**config.mk**
```make
export PLATFORM = sky130hd
export DESIGN_NAME = obi2hwpe_ctrl_bridge
export DESIGN_NICKNAME = d
export VERILOG_FILES = /design/src/rtl/obi2hwpe_ctrl_bridge.sv
export SDC_FILE = /design/constraint.sdc
export NUM_CORES = 1
export LEC_CHECK = 0
export CAP_MARGIN = 20
export CORE_UTILIZATION = 43
export CTS_BUF_LIST = sky130_fd_sc_hd__clkbuf_4 sky130_fd_sc_hd__clkbuf_8 sky130_fd_sc_hd__clkbuf_16
export CTS_CLUSTER_DIAMETER = 120
export DETAILED_ROUTE_END_ITERATION = 12
export PLACE_DENSITY = 0.81
export SYNTH_ARGS = -nofsm -noshare
export SYNTH_HDL_FRONTEND = slang
export SYNTH_SLANG_ARGS = --single-unit
```
**constraint.sdc**
```tcl
create_clock -name clk_i -period 2.3 [get_ports clk_i]
set_input_delay 0.46 -clock clk_i [delete_from_list [all_inputs] [get_ports clk_i]]
set_output_delay 0.46 -clock clk_i [all_outputs]
set_load 0.03 [all_outputs]
```
**src/rtl/obi2hwpe_ctrl_bridge.sv**
```systemverilog
// obi2hwpe_ctrl_bridge: OBI subordinate port to HWPE-ctrl target bridge.
// Tracks IDs, filters an address window and returns responses in order.
module obi2hwpe_ctrl_bridge #(
    parameter int unsigned          AddrWidth      = 32,
    parameter int unsigned          DataWidth      = 32,
    parameter int unsigned          IdWidth        = 1,
    parameter int unsigned          MaxOutstanding = 2,
    parameter logic [AddrWidth-1:0] BaseAddr       = '0,
    parameter logic [AddrWidth-1:0] WindowSize     = AddrWidth'('h100)
) (
    input  logic                   clk_i,
    input  logic                   rst_ni,
    input  logic                   obi_req_i,
    output logic                   obi_gnt_o,
    input  logic [AddrWidth-1:0]   obi_addr_i,
    input  logic                   obi_we_i,
    input  logic [DataWidth/8-1:0] obi_be_i,
    input  logic [DataWidth-1:0]   obi_wdata_i,
    input  logic [IdWidth-1:0]     obi_aid_i,
    output logic                   obi_rvalid_o,
    input  logic                   obi_rready_i,
    output logic [DataWidth-1:0]   obi_rdata_o,
    output logic                   obi_err_o,
    output logic [IdWidth-1:0]     obi_rid_o,
    output logic                   ctrl_req_o,
    input  logic                   ctrl_gnt_i,
    output logic [AddrWidth-1:0]   ctrl_add_o,
    output logic                   ctrl_wen_o,
    output logic [DataWidth/8-1:0] ctrl_be_o,
    output logic [DataWidth-1:0]   ctrl_data_o,
    output logic [IdWidth-1:0]     ctrl_id_o,
    input  logic                   ctrl_r_valid_i,
    input  logic [DataWidth-1:0]   ctrl_r_data_i,
    output logic                   unexp_rsp_o
);

    localparam int unsigned PtrW =
        (MaxOutstanding > 1) ? $clog2(MaxOutstanding) : 1;
    localparam int unsigned CntW = $clog2(MaxOutstanding + 1);
    localparam logic [CntW-1:0] CntMax = CntW'(MaxOutstanding);
    localparam logic [PtrW-1:0] PtrLast = PtrW'(MaxOutstanding - 1);

    // Circular pointer advance for a depth that need not fill PtrW.
    function automatic logic [PtrW-1:0] ptr_inc(input logic [PtrW-1:0] p);
        if (p == PtrLast) begin
            return '0;
        end
        return p + 1'b1;
    endfunction

    logic [CntW-1:0] cnt_q, cnt_d;
    logic [CntW-1:0] fwd_q, fwd_d;
    logic [CntW-1:0] dat_cnt_q, dat_cnt_d;
    logic [PtrW-1:0] trk_wr_q, trk_wr_d;
    logic [PtrW-1:0] trk_rd_q, trk_rd_d;
    logic [PtrW-1:0] dat_wr_q, dat_wr_d;
    logic [PtrW-1:0] dat_rd_q, dat_rd_d;
    logic            unexp_q, unexp_d;

    logic [MaxOutstanding-1:0][IdWidth-1:0]   trk_aid_q;
    logic [MaxOutstanding-1:0]                trk_err_q;
    logic [MaxOutstanding-1:0]                trk_we_q;
    logic [MaxOutstanding-1:0][DataWidth-1:0] dat_q;

    logic in_win, full, accept;
    logic trk_empty, dat_empty;
    logic head_err, head_we;
    logic rsp_ok, bypass, rvalid, rsp_pop;
    logic dat_push, dat_pop;

    assign in_win = (obi_addr_i - BaseAddr) < WindowSize;
    assign full   = (cnt_q == CntMax);

    assign trk_empty = (cnt_q == '0);
    assign dat_empty = (dat_cnt_q == '0);
    assign head_err  = trk_err_q[trk_rd_q];
    assign head_we   = trk_we_q[trk_rd_q];

    assign rsp_ok   = ctrl_r_valid_i & (fwd_q != '0);
    assign bypass   = dat_empty & ~head_err & rsp_ok & ~trk_empty;
    assign rvalid   = ~trk_empty & (head_err | ~dat_empty | bypass);
    assign rsp_pop  = rvalid & obi_rready_i;
    assign dat_pop  = rsp_pop & ~head_err & ~dat_empty;
    assign dat_push = rsp_ok & ~(bypass & rsp_pop);

    // Request path: forward in-window accesses, accept the rest locally.
    always_comb begin
        ctrl_req_o = 1'b0;
        obi_gnt_o  = 1'b0;
        if (in_win) begin
            ctrl_req_o = obi_req_i & ~full;
            obi_gnt_o  = ctrl_gnt_i & ~full;
        end else begin
            obi_gnt_o  = obi_req_i & ~full;
        end
    end

    assign accept      = obi_req_i & obi_gnt_o;
    assign ctrl_add_o  = obi_addr_i;
    assign ctrl_wen_o  = ~obi_we_i;
    assign ctrl_be_o   = obi_be_i;
    assign ctrl_data_o = obi_wdata_i;
    assign ctrl_id_o   = obi_aid_i;

    // Response fields come from the tracker head; data only for HWPE reads.
    always_comb begin
        obi_rvalid_o = rvalid;
        obi_rid_o    = '0;
        obi_err_o    = 1'b0;
        obi_rdata_o  = '0;
        if (!trk_empty) begin
            obi_rid_o = trk_aid_q[trk_rd_q];
            obi_err_o = head_err;
            if (!head_err && !head_we) begin
                obi_rdata_o = dat_empty ? ctrl_r_data_i : dat_q[dat_rd_q];
            end
        end
    end

    // Next-state for occupancy counters, pointers and the sticky flag.
    always_comb begin
        cnt_d     = cnt_q;
        fwd_d     = fwd_q;
        dat_cnt_d = dat_cnt_q;
        unexp_d   = unexp_q | (ctrl_r_valid_i & (fwd_q == '0));
        trk_wr_d  = accept ? ptr_inc(trk_wr_q) : trk_wr_q;
        trk_rd_d  = rsp_pop ? ptr_inc(trk_rd_q) : trk_rd_q;
        dat_wr_d  = dat_push ? ptr_inc(dat_wr_q) : dat_wr_q;
        dat_rd_d  = dat_pop ? ptr_inc(dat_rd_q) : dat_rd_q;
        if (accept && !rsp_pop) begin
            cnt_d = cnt_q + 1'b1;
        end else if (!accept && rsp_pop) begin
            cnt_d = cnt_q - 1'b1;
        end
        if ((accept && in_win) && !rsp_ok) begin
            fwd_d = fwd_q + 1'b1;
        end else if (!(accept && in_win) && rsp_ok) begin
            fwd_d = fwd_q - 1'b1;
        end
        if (dat_push && !dat_pop) begin
            dat_cnt_d = dat_cnt_q + 1'b1;
        end else if (!dat_push && dat_pop) begin
            dat_cnt_d = dat_cnt_q - 1'b1;
        end
    end

    // Control state registers.
    always_ff @(posedge clk_i or negedge rst_ni) begin
        if (!rst_ni) begin
            cnt_q     <= '0;
            fwd_q     <= '0;
            dat_cnt_q <= '0;
            trk_wr_q  <= '0;
            trk_rd_q  <= '0;
            dat_wr_q  <= '0;
            dat_rd_q  <= '0;
            unexp_q   <= 1'b0;
        end else begin
            cnt_q     <= cnt_d;
            fwd_q     <= fwd_d;
            dat_cnt_q <= dat_cnt_d;
            trk_wr_q  <= trk_wr_d;
            trk_rd_q  <= trk_rd_d;
            dat_wr_q  <= dat_wr_d;
            dat_rd_q  <= dat_rd_d;
            unexp_q   <= unexp_d;
        end
    end

    // Tracker and data FIFO storage.
    always_ff @(posedge clk_i or negedge rst_ni) begin
        if (!rst_ni) begin
            trk_aid_q <= '0;
            trk_err_q <= '0;
            trk_we_q  <= '0;
            dat_q     <= '0;
        end else begin
            if (accept) begin
                trk_aid_q[trk_wr_q] <= obi_aid_i;
                trk_err_q[trk_wr_q] <= ~in_win;
                trk_we_q[trk_wr_q]  <= obi_we_i;
            end
            if (dat_push) begin
                dat_q[dat_wr_q] <= ctrl_r_data_i;
            end
        end
    end

    assign unexp_rsp_o = unexp_q;

endmodule

```
### Word level (Yosys, flattened, before mapping)

Index checks and enable logic that the tools add are counted.

| storage, ports and cells | value |
|---|---|
| register bits | 81 |
| output and inout bits | 108 |
| latch bits | 0 |
| RAM bits | 0 |
| memories | 0 |
| ROM bits | 0 |
| bits of input ports | 108 |

| cells by class | value |
|---|---|
| multiply operators | 0 |
| magnitude comparators | 7 |
| shift operators | 0 |
| bitwise logic cells | 24 |
| reduce and logical (&&, ||, !) cells | 25 |
| mux-type cells | 41 |
| eq/ne operators | 1 |
| $add $sub $neg | 10 |
| divide/modulo/power cells | 0 |

Operators with widths:

| cell | count |
|---|---|
| $mux 32 | 6 |
| $bwmux 64 | 1 |
| $demux 32 s1 | 1 |
| $lt 32x9->1 const B | 1 |
| $mux 1 | 23 |
| $and 1x1->1 | 14 |
| $mux 2 | 6 |
| $logic_and 1x1->1 | 10 |
| $logic_not 1->1 | 8 |
| $lt 1x2->1 const B | 4 |
| $reduce_bool 2->1 | 4 |
| $not 1->1 | 7 |
| $add 2x1->2 const B | 3 |
| $bwmux 2 | 3 |
| $logic_not 2->1 | 3 |
| $sub 2x1->2 const B | 3 |
| $add 1x1->1 const B | 4 |
| $or 1x1->1 | 3 |
| $eq 2x2->1 const B | 1 |
| $ge 1x1->1 const B | 2 |
| $demux 1 s1 | 1 |

### Depth between registers and ports, before layout

Gate-level depths: netlist of run 1.

| logic depth | value |
|---|---|
| word-level depth | 16 |
| gate-level depth with buffers | 9 |

### Worst setup path after synthesis of run 1

Ideal clock, no wire load.

| timing path | value |
|---|---|
| path kind | in2reg |
| start | in obi_addr_i[23] |
| end | reg fwd_q[1] |
| library setup time | 125 ps |
| buffers on the path | 0 |
| path slack | -609 ps |
| stages on the path | 8 |
| required time | 2,175 ps |
| arrival time | 2,783 ps |
| cell sequence | nor4_1 -> nand2_1 -> nor4_1 -> and2_1 -> ha_1 -> xor2_1 -> nor2_1 -> xor2_1 |

| on the way | value |
|---|---|
| longest elaborated chain between the ends | 7 |
| elaborated cells between the ends (all ways) | 9 |
| classes of those cells | 1 x order compare; 2 x mux; 1 x bitwise; 5 x reduce/logical |

RTL lines:

| item | line | text |
|---|---|---|
| from (decl) | 15 | `input logic [AddrWidth-1:0] obi_addr_i,` |
| $lt 32x9->1 * | 71 | `assign in_win = (obi_addr_i - BaseAddr) < WindowSize;` |
| $mux 1 | 90 | `if (in_win) begin` |
| $and 1x1->1 | 98 | `assign accept = obi_req_i & obi_gnt_o;` |
| $logic_and 1x1->1 * | 135, 137 |  |
| $logic_not 1->1 | 137 | `end else if (!(accept && in_win) && rsp_ok) begin` |
| $logic_and 1x1->1 | 137 |  |
| $reduce_bool 2->1 (no line) | - |  |
| to (signal assigned) | 160 | `fwd_q <= fwd_d;` |
| to (decl) | 52 | `logic [CntW-1:0] fwd_q, fwd_d;` |

Mark *: on every way between the ends. The rest lies on a longest branch, timed or not.
A chain may end at the register's enable or synchronous reset.

### Worst setup path in the final report of run 1

| timing path | value |
|---|---|
| start | reg trk_rd_q |
| end | out obi_rdata_o[1] |

| on the way | value |
|---|---|
| longest elaborated chain between the ends | 6 |
| elaborated cells between the ends (all ways) | 9 |
| classes of those cells | 6 x mux; 3 x reduce/logical |

RTL lines:

| item | line | text |
|---|---|---|
| from (decl) | 55 | `logic [PtrW-1:0] trk_rd_q, trk_rd_d;` |
| from (signal assigned) | 163 | `trk_rd_q <= trk_rd_d;` |
| $mux 1, on equally long branches (2 in a row) | 76, 77 |  |
| $logic_not 1->1 | 114 | `if (!head_err && !head_we) begin` |
| $logic_and 1x1->1 * | 114 |  |
| $mux 32 * | 114 |  |
| $mux 32 * | 111 | `if (!trk_empty) begin` |
| to (decl) | 22 | `output logic [DataWidth-1:0] obi_rdata_o,` |

Mark *: on every way between the ends. The rest lies on a longest branch, timed or not. The select of a mux whose other input is x is not followed.

==> summary.txt, run 1 <==
Timing
  • Worst setup margin: -0.02898 ns
  • Ratio of final minimum period to clock period: 101.3%
  • Finish-stage setup viols: 4
  • Final Max Slew Viols: 0
  • Max Fclk: 429.4 MHz
  • Max-slew headroom: 66.92%
  • Final min period: 2.329 ns
  • Slew @ Worst Pin: 0.4952 ns
  • Final hold viol count: 0
  • RSZ-0062 raised after global routing: yes
  • Skew final: 0.007587 ns

Clock network
  • CTS Sinks: 81
  • TritonCTS Buffers: 9
  • CTS tree: yes
  • Clock Pin Slew Worst Setup and Hold Paths: 0.06 ns
  • Insertion delay of the later-clocked pin in the worst-skew pair: 0.33 ns
  • CTS hold repair buffers: 0
  • H-tree depth: 3
  • Clock Root Buffer: clkbuf_16
  • Clock buffer depth: 2

Cells and area
  • Commonest cells after routing, fill and taps aside: dfrtp_1 (79), clkdlybuf4s50_1 (65), mux2_4 (60)
  • Non-filler cells, final: 667
  • Commonest non-fill, non-tap cell in the layout: dfrtp_1
  • Ratio of cells with drive above 1 in the final layout: 40.27%
  • Diode count: 0
  • Filler instances: 900
  • Nets: 630
  • Syn-to-layout area delta: 36.23%

Run
  • Max cap viols: 0

Run status
  • Failing checks: setup timing
  • Status: finished with violations

GRT
  • Total congestion overflow: 0
  • Initial antenna violation count: 0
  • Gr usage total: 18.93%
  • Global-route wire length before repair: 17.77 mm
  • Vias in the first global route: 3702
  • Largest net degree at the start of global routing: 53

Routing
  • DR DRC count: 0
  • Drt total wl: 11.98 mm
  • Via count: 3582
  • Avg Vias per Cell: 5.370
  • DR WL/cell: 17.96 µm
  • DRT antenna net count: 0
  • Drt pass-1 iters: 4
  • DR iter-0 viols: 131

Place
  • DP Worst Slack: -0.4562 ns
  • Gpl congestion: 0.8242
  • Hpwl dp: 7.912 mm
  • IO Port Bufs: 127
  • Number of placed instances, taps included: 639

Critical path
  • Critical Path End Type: output port
  • Worst reg-to-reg setup slack: 0.34 ns
  • CP max FO: 8
  • CP Class: reg2out
  • Required time worst endpoint: 1.84 ns
  • Crit start category: flip-flop
  • Path depth of the worst reg2reg path: 8
  • RR Endpoint: fwd_q[1]
  • Critical R2R Launch: cnt_q[0]
  • Worst setup path startpoint: trk_rd_q
  • Worst endpoint data arrival time: 1.87 ns
  • Worst setup endpoint: obi_rdata_o[1]

Die
  • Die area: 12180 µm²
  • Cell Rows: 39
  • Die height: 110.4 µm
  • Core Region: 11420 µm²
  • IO Pins: 216
  • Die Wd: 110.4 µm
  • Initial Util: 44.21%

Logic synthesis
  • Share of the synthesized area in the top cell type: 40.15%
  • FF+latch count, synth: 81
  • Cell count after synthesis: 436
  • Synth Cell Area: 5049 µm²
  • Leading area contributor after synthesis: dfrtp_1
  • Syn Area/Cell: 11.58 µm²
  • Post-synth cell types: 37
  • Register area share after synthesis: 40.15%
  • Synth Net Count: 547
  • Yosys warns: 0
  • Top post-synthesis cells by area: dfrtp_1 (40%), mux2_4 (18%), buf_4 (10%), mux2i_1 (6.9%), a211oi_1 (4.8%)

Pwr
  • Worst vdd ir: 0.0005160 V
  • P per Cell Area: 809.7 nW/µm²
  • LEAKAGE: 2.968 nW

Worst hold path
  • Hold WC Path Type: in2async
sequential cells by signal, summed over array words and instances, names as in the netlist:
name	count
dat_q	64
cnt_q	2
dat_cnt_q	2
fwd_q	2
trk_aid_q	2
trk_err_q	2
trk_we_q	2
dat_rd_q	1
dat_wr_q	1
trk_rd_q	1
trk_wr_q	1
unexp_rsp_o	1
power breakdown:
group	leakage [nW]	internal, mW	total [mW]	switching [mW]
combinational	1.70	1.03	2.25	1.22
sequential	1.10	1.53	1.64	0.118
clock	0.169	1.09	1.67	0.578
total	2.97	3.65	5.57	1.92
per-layer routing:
layer	routed length [µm]	track usage (%)	share of wire, %
met5	0	0	0
met4	287	8.177	2.4
met3	615	3.821	5.1
met2	6107	33.41	51
met1	4967	22.19	41
stage by stage:
stage               hold WS, ns  power (mW)  area, µm²  util (%)  setup TNS (ns)
floorplan                0.1644       2.962       5117         -          -1.134
finish                  0.05675       5.569       6878     60.23        -0.06886
CTS                     0.06718       5.251       6520     57.10         -0.3646
global route            0.08559       5.807       6878     60.23          -1.694
detailed placement       0.4250       3.533       6040     52.89          -1.982
global placement         0.4108       3.509       6040     52.89          -1.199
timing repair:
item,CTS,global route
setup endpoints to repair,36,36
gates cloned,0,3
gates resized for setup,47,60
pin swaps,12,11
buffers inserted,7,3
worst max-delay path, stage by stage (launching register included):
cell and delay (ns):
dfrtp_2 0.44, buf_6 0.13, mux2i_1 0.16, nand3b_1 0.11, buf_6 0.16, buf_12 0.15
a211oi_2 0.19, buf_4 0.20
cells in the mapped netlist:
cell	count
or4_1	4
mux2i_4	1
and2_1	3
inv_1	3
and3_2	1
buf_4	69
nor2_1	41
nand3b_1	1
nor3_1	7
a211oi_1	32
dfrtp_1	81
nor4_1	7
nand2_1	12
o31ai_1	1
clkbuf_1	11
mux2_4	60
o21ai_1	1
a31oi_4	1
xor2_1	7
o21ai_0	8
a21o_1	1
and2b_1	1
mux2_2	4
or2_2	1
nand2b_1	4
buf_2	3
buf_12	6
ha_1	3
nor3b_1	2
nor2b_1	1
o21a_1	1
a221oi_1	4
buf_6	3
mux2i_1	35
xnor2_1	6
nand3_1	7
buf_1	3
cell families after synthesis:
group           synth area share (%)
mux                            26.12
buf+inv                        14.87
simple gates                   8.649
flops                          40.15
compound gates                 7.212
xor+xnor                       2.255
fa+ha+maj                     0.7436
cell type report:
cell class | count | area [µm²] | share of cell area (%)
Clock inverter | 6 | 115.1 | 1.674
Sequential cell | 81 | 2029 | 29.51
Clock buffer | 10 | 239.0 | 3.475
Timing Repair Buffer | 167 | 1697 | 24.67
Tap cell | 143 | 178.9 | 2.601
Multi-Input combinational cell | 257 | 2608 | 37.91
Inverter | 3 | 11.26 | 0.1637
how the worst min path moves through the flow:
stage,to,cells after the start
after floorplan,cnt_q[0],0
after global placement,dat_q[41],1
after detailed placement,dat_q[9],1
after CTS,dat_q[9],1
after global routing,dat_q[9],1
final,dat_q[9],1
(Power assumes the default switching activity.)
==> run 2, diff against run 1 <==
- CTS_CLUSTER_SIZE: unset -> 28
==> results of run 2 <==
Final layout, timing and power as in run 1 (identical DEF).
==> run 3, diff against run 2 <==
- CORE_UTILIZATION: 43 -> 63
- DONT_BUFFER_PORTS: unset -> 1
- PLACE_DENSITY: 0.81 -> 0.79
==> run 3 against run 2 <==
  * The flow finishes with violations (hold timing, setup timing)
  * First-iteration DRC count decreased by 37%
  * Cell count decreased by 23%
  * Via count shrank 13%
  * Fmax about the same
  * Worst setup slack improved by 0.0021 ns
  * Sequential cell count did not move
  * Clock skew is 0.0025 ns higher
  * Worst hold slack worse by 0.27 ns
  * Non-clock buffer count is 115 lower
  * Global-route usage is 6.2 points higher
  * Combinational power is 24% lower
  * Critical path type unchanged
  * Largest cell class unchanged
==> summary.txt, run 3 (synthesis results as in run 1) <==
Place
  • IO Port Bufs: 0
  • Hpwl dp: 6.645 mm
  • Placed Area: 4945 µm²
  • Gpl congestion: 0.8829

Timing
  • Slew @ Worst Pin: 0.5854 ns
  • Final min period: 2.327 ns
  • Finish-stage setup viols: 3
  • Hold_ws: -0.2088 ns
  • Max Fclk: 429.8 MHz
  • Ratio of final minimum period to clock period: 101.2%
  • RSZ-0062 raised after global routing: yes
  • Worst setup margin: -0.02692 ns
  • Final Max Slew Viols: 0
  • Fin Setup TNS: -0.05497 ns
  • Final hold viol count: 81
  • Max-slew headroom: 60.83%
  • Skew final: 0.01009 ns

Die
  • Die area: 8376 µm²
  • Die Wd: 91.52 µm
  • Die height: 91.52 µm
  • Cell Rows: 32
  • Core Region: 7727 µm²
  • IO Pins: 216
  • Initial Util: 65.33%

Cells and area
  • Syn-to-layout area delta: 5.774%
  • Top reg by flops: dat_q
  • Diode count: 0
  • Nets: 515
  • Commonest cells after routing, fill and taps aside: dfrtp_1 (80), mux2_4 (60), buf_4 (42)
  • Fin area: 5340 µm²
  • Ratio of cells with drive above 1 in the final layout: 41.56%
  • Storage cell area: 2028 µm²
  • Multi-input gate area: 2447 µm²
  • Filler instances: 553
  • Max FFs per register: 64
  • Commonest non-fill, non-tap cell in the layout: dfrtp_1

GRT
  • Global-route wire length before repair: 16.33 mm
  • Vias in the first global route: 3233
  • Total congestion overflow: 0
  • Initial antenna violation count: 0
  • Gr usage total: 25.16%
  • Largest net degree at the start of global routing: 82

Critical path
  • Critical Path End Type: output port
  • Crit start category: flip-flop
  • CP max FO: 15
  • Required time worst endpoint: 1.84 ns
  • CP Class: reg2out
  • Worst endpoint data arrival time: 1.87 ns

Clock network
  • CTS Sinks: 81
  • Clock Root Buffer: clkbuf_8
  • Insertion delay of the later-clocked pin in the worst-skew pair: 0.35 ns
  • CTS tree: yes
  • Clock buffer depth: 2
  • H-tree depth: 3
  • Clock Pin Slew Worst Setup and Hold Paths: 0.08 ns
  • TritonCTS Buffers: 9

Pwr
  • Switch Pwr: 1.621 mW
  • P per Cell Area: 846.1 nW/µm²
  • Comb pwr share: 37.7%
  • Part of the power in registers: 36.1%
  • LEAKAGE: 2.312 nW
  • Sw frac: 35.88%
  • P_int: 2.897 mW
  • Share of total power in the clock network: 26.2%
  • Worst vdd ir: 0.0006196 V

Routing
  • DR WL/cell: 20.01 µm
  • Drt total wl: 10.22 mm
  • DR iter-0 viols: 83
  • DRT antenna net count: 0
  • DR DRC count: 0
  • Avg Vias per Cell: 6.115
  • Drt pass-1 iters: 4
  • Via count: 3125

Run
  • Max cap viols: 0

Run status
  • Status: finished with violations
  • Failing checks: hold timing, setup timing

Worst hold path
  • Hold WC Path Type: in2async
[run 3: cell types whose count changed in the layout (fill, tap and decap cells not counted), moves of 8 or more]
cell             previous run  this run
buf_6                      16         3
clkdlybuf4s50_1            65         0
a211oi_4                   10         1
clkbuf_8                    1        10
dlygate4sd2_1              14         0
clkbuf_16                  12         0
clkdlybuf4s15_1             8         0
[run 3: cell type report]
cell class	instances	share of cell area [%]
inverters	3	0.2109
well taps	102	2.390
repair buffers	52	9.302
flip-flops and latches	81	37.98
multi-input cells	257	45.83
clock buffers	12	2.858
clock inverters	4	1.429
[run 3: metrics by stage]
stage                     cells  utilization, %  setup slack, ns  total power, mW
final                       511           69.11         -0.02692            4.518
after CTS                   511           67.81         -0.04306            4.479
after global routing        511           69.11          -0.1374            4.723
after global placement      491           63.99           0.1998            3.156
after floorplan             436               -         -0.05550            2.962
after detailed placement    491           63.99           0.1336            3.178
[run 3: per-layer routing]
metal	up-vias	GRT usage, %	share of wire (%)	routed length [µm]
met4	0	9.127	2.2	223
met1	1573	30.23	41	4163
met3	23	9.380	7.6	775
li1	1400	-	-	-
met2	129	41.23	50	5062
met5	-	0	0	0
[run 3: power by group through the flow]
stage	sequential, mW	combinational, mW	clock (mW)
2_1_floorplan	1.62	1.35	0
3_3_place_gp	1.66	1.50	0
3_5_place_dp	1.66	1.52	0
4_1_cts	1.63	1.65	1.21
5_1_grt	1.64	1.79	1.29
6_report	1.63	1.70	1.19
[run 3: worst paths after layout]
path	start	cells after the start	endpoint	slack, ns
max in group asynchronous	rst_ni	0	dat_rd_q	2.38
min reg2reg	dat_wr_q	1	dat_wr_q	0.49
max reg2reg	trk_rd_q	7	dat_q[1]	0.29
max	trk_rd_q	7	obi_rdata_o[2]	-0.03
min	rst_ni	0	dat_q[9]	-0.21
min in group clk_i	ctrl_r_valid_i	1	unexp_rsp_o	0.24
[run 3: worst max-delay path: stages, from the launching register on]
cell and delay (ns):
dfrtp_1 0.40, buf_4 0.16, mux2i_1 0.14, nand3b_1 0.11, buf_6 0.15, buf_12 0.16, a211oi_2 0.19, buf_4 0.20
[run 3: timing repair]
item | in CTS | in global routing
gates resized for setup | 5 | 20
setup endpoints to repair | 32 | 32
setup buffers | 3 | 0
pin swaps | 1 | 0
gates cloned | 1 | 0
hold endpoints to repair | 81 | 81
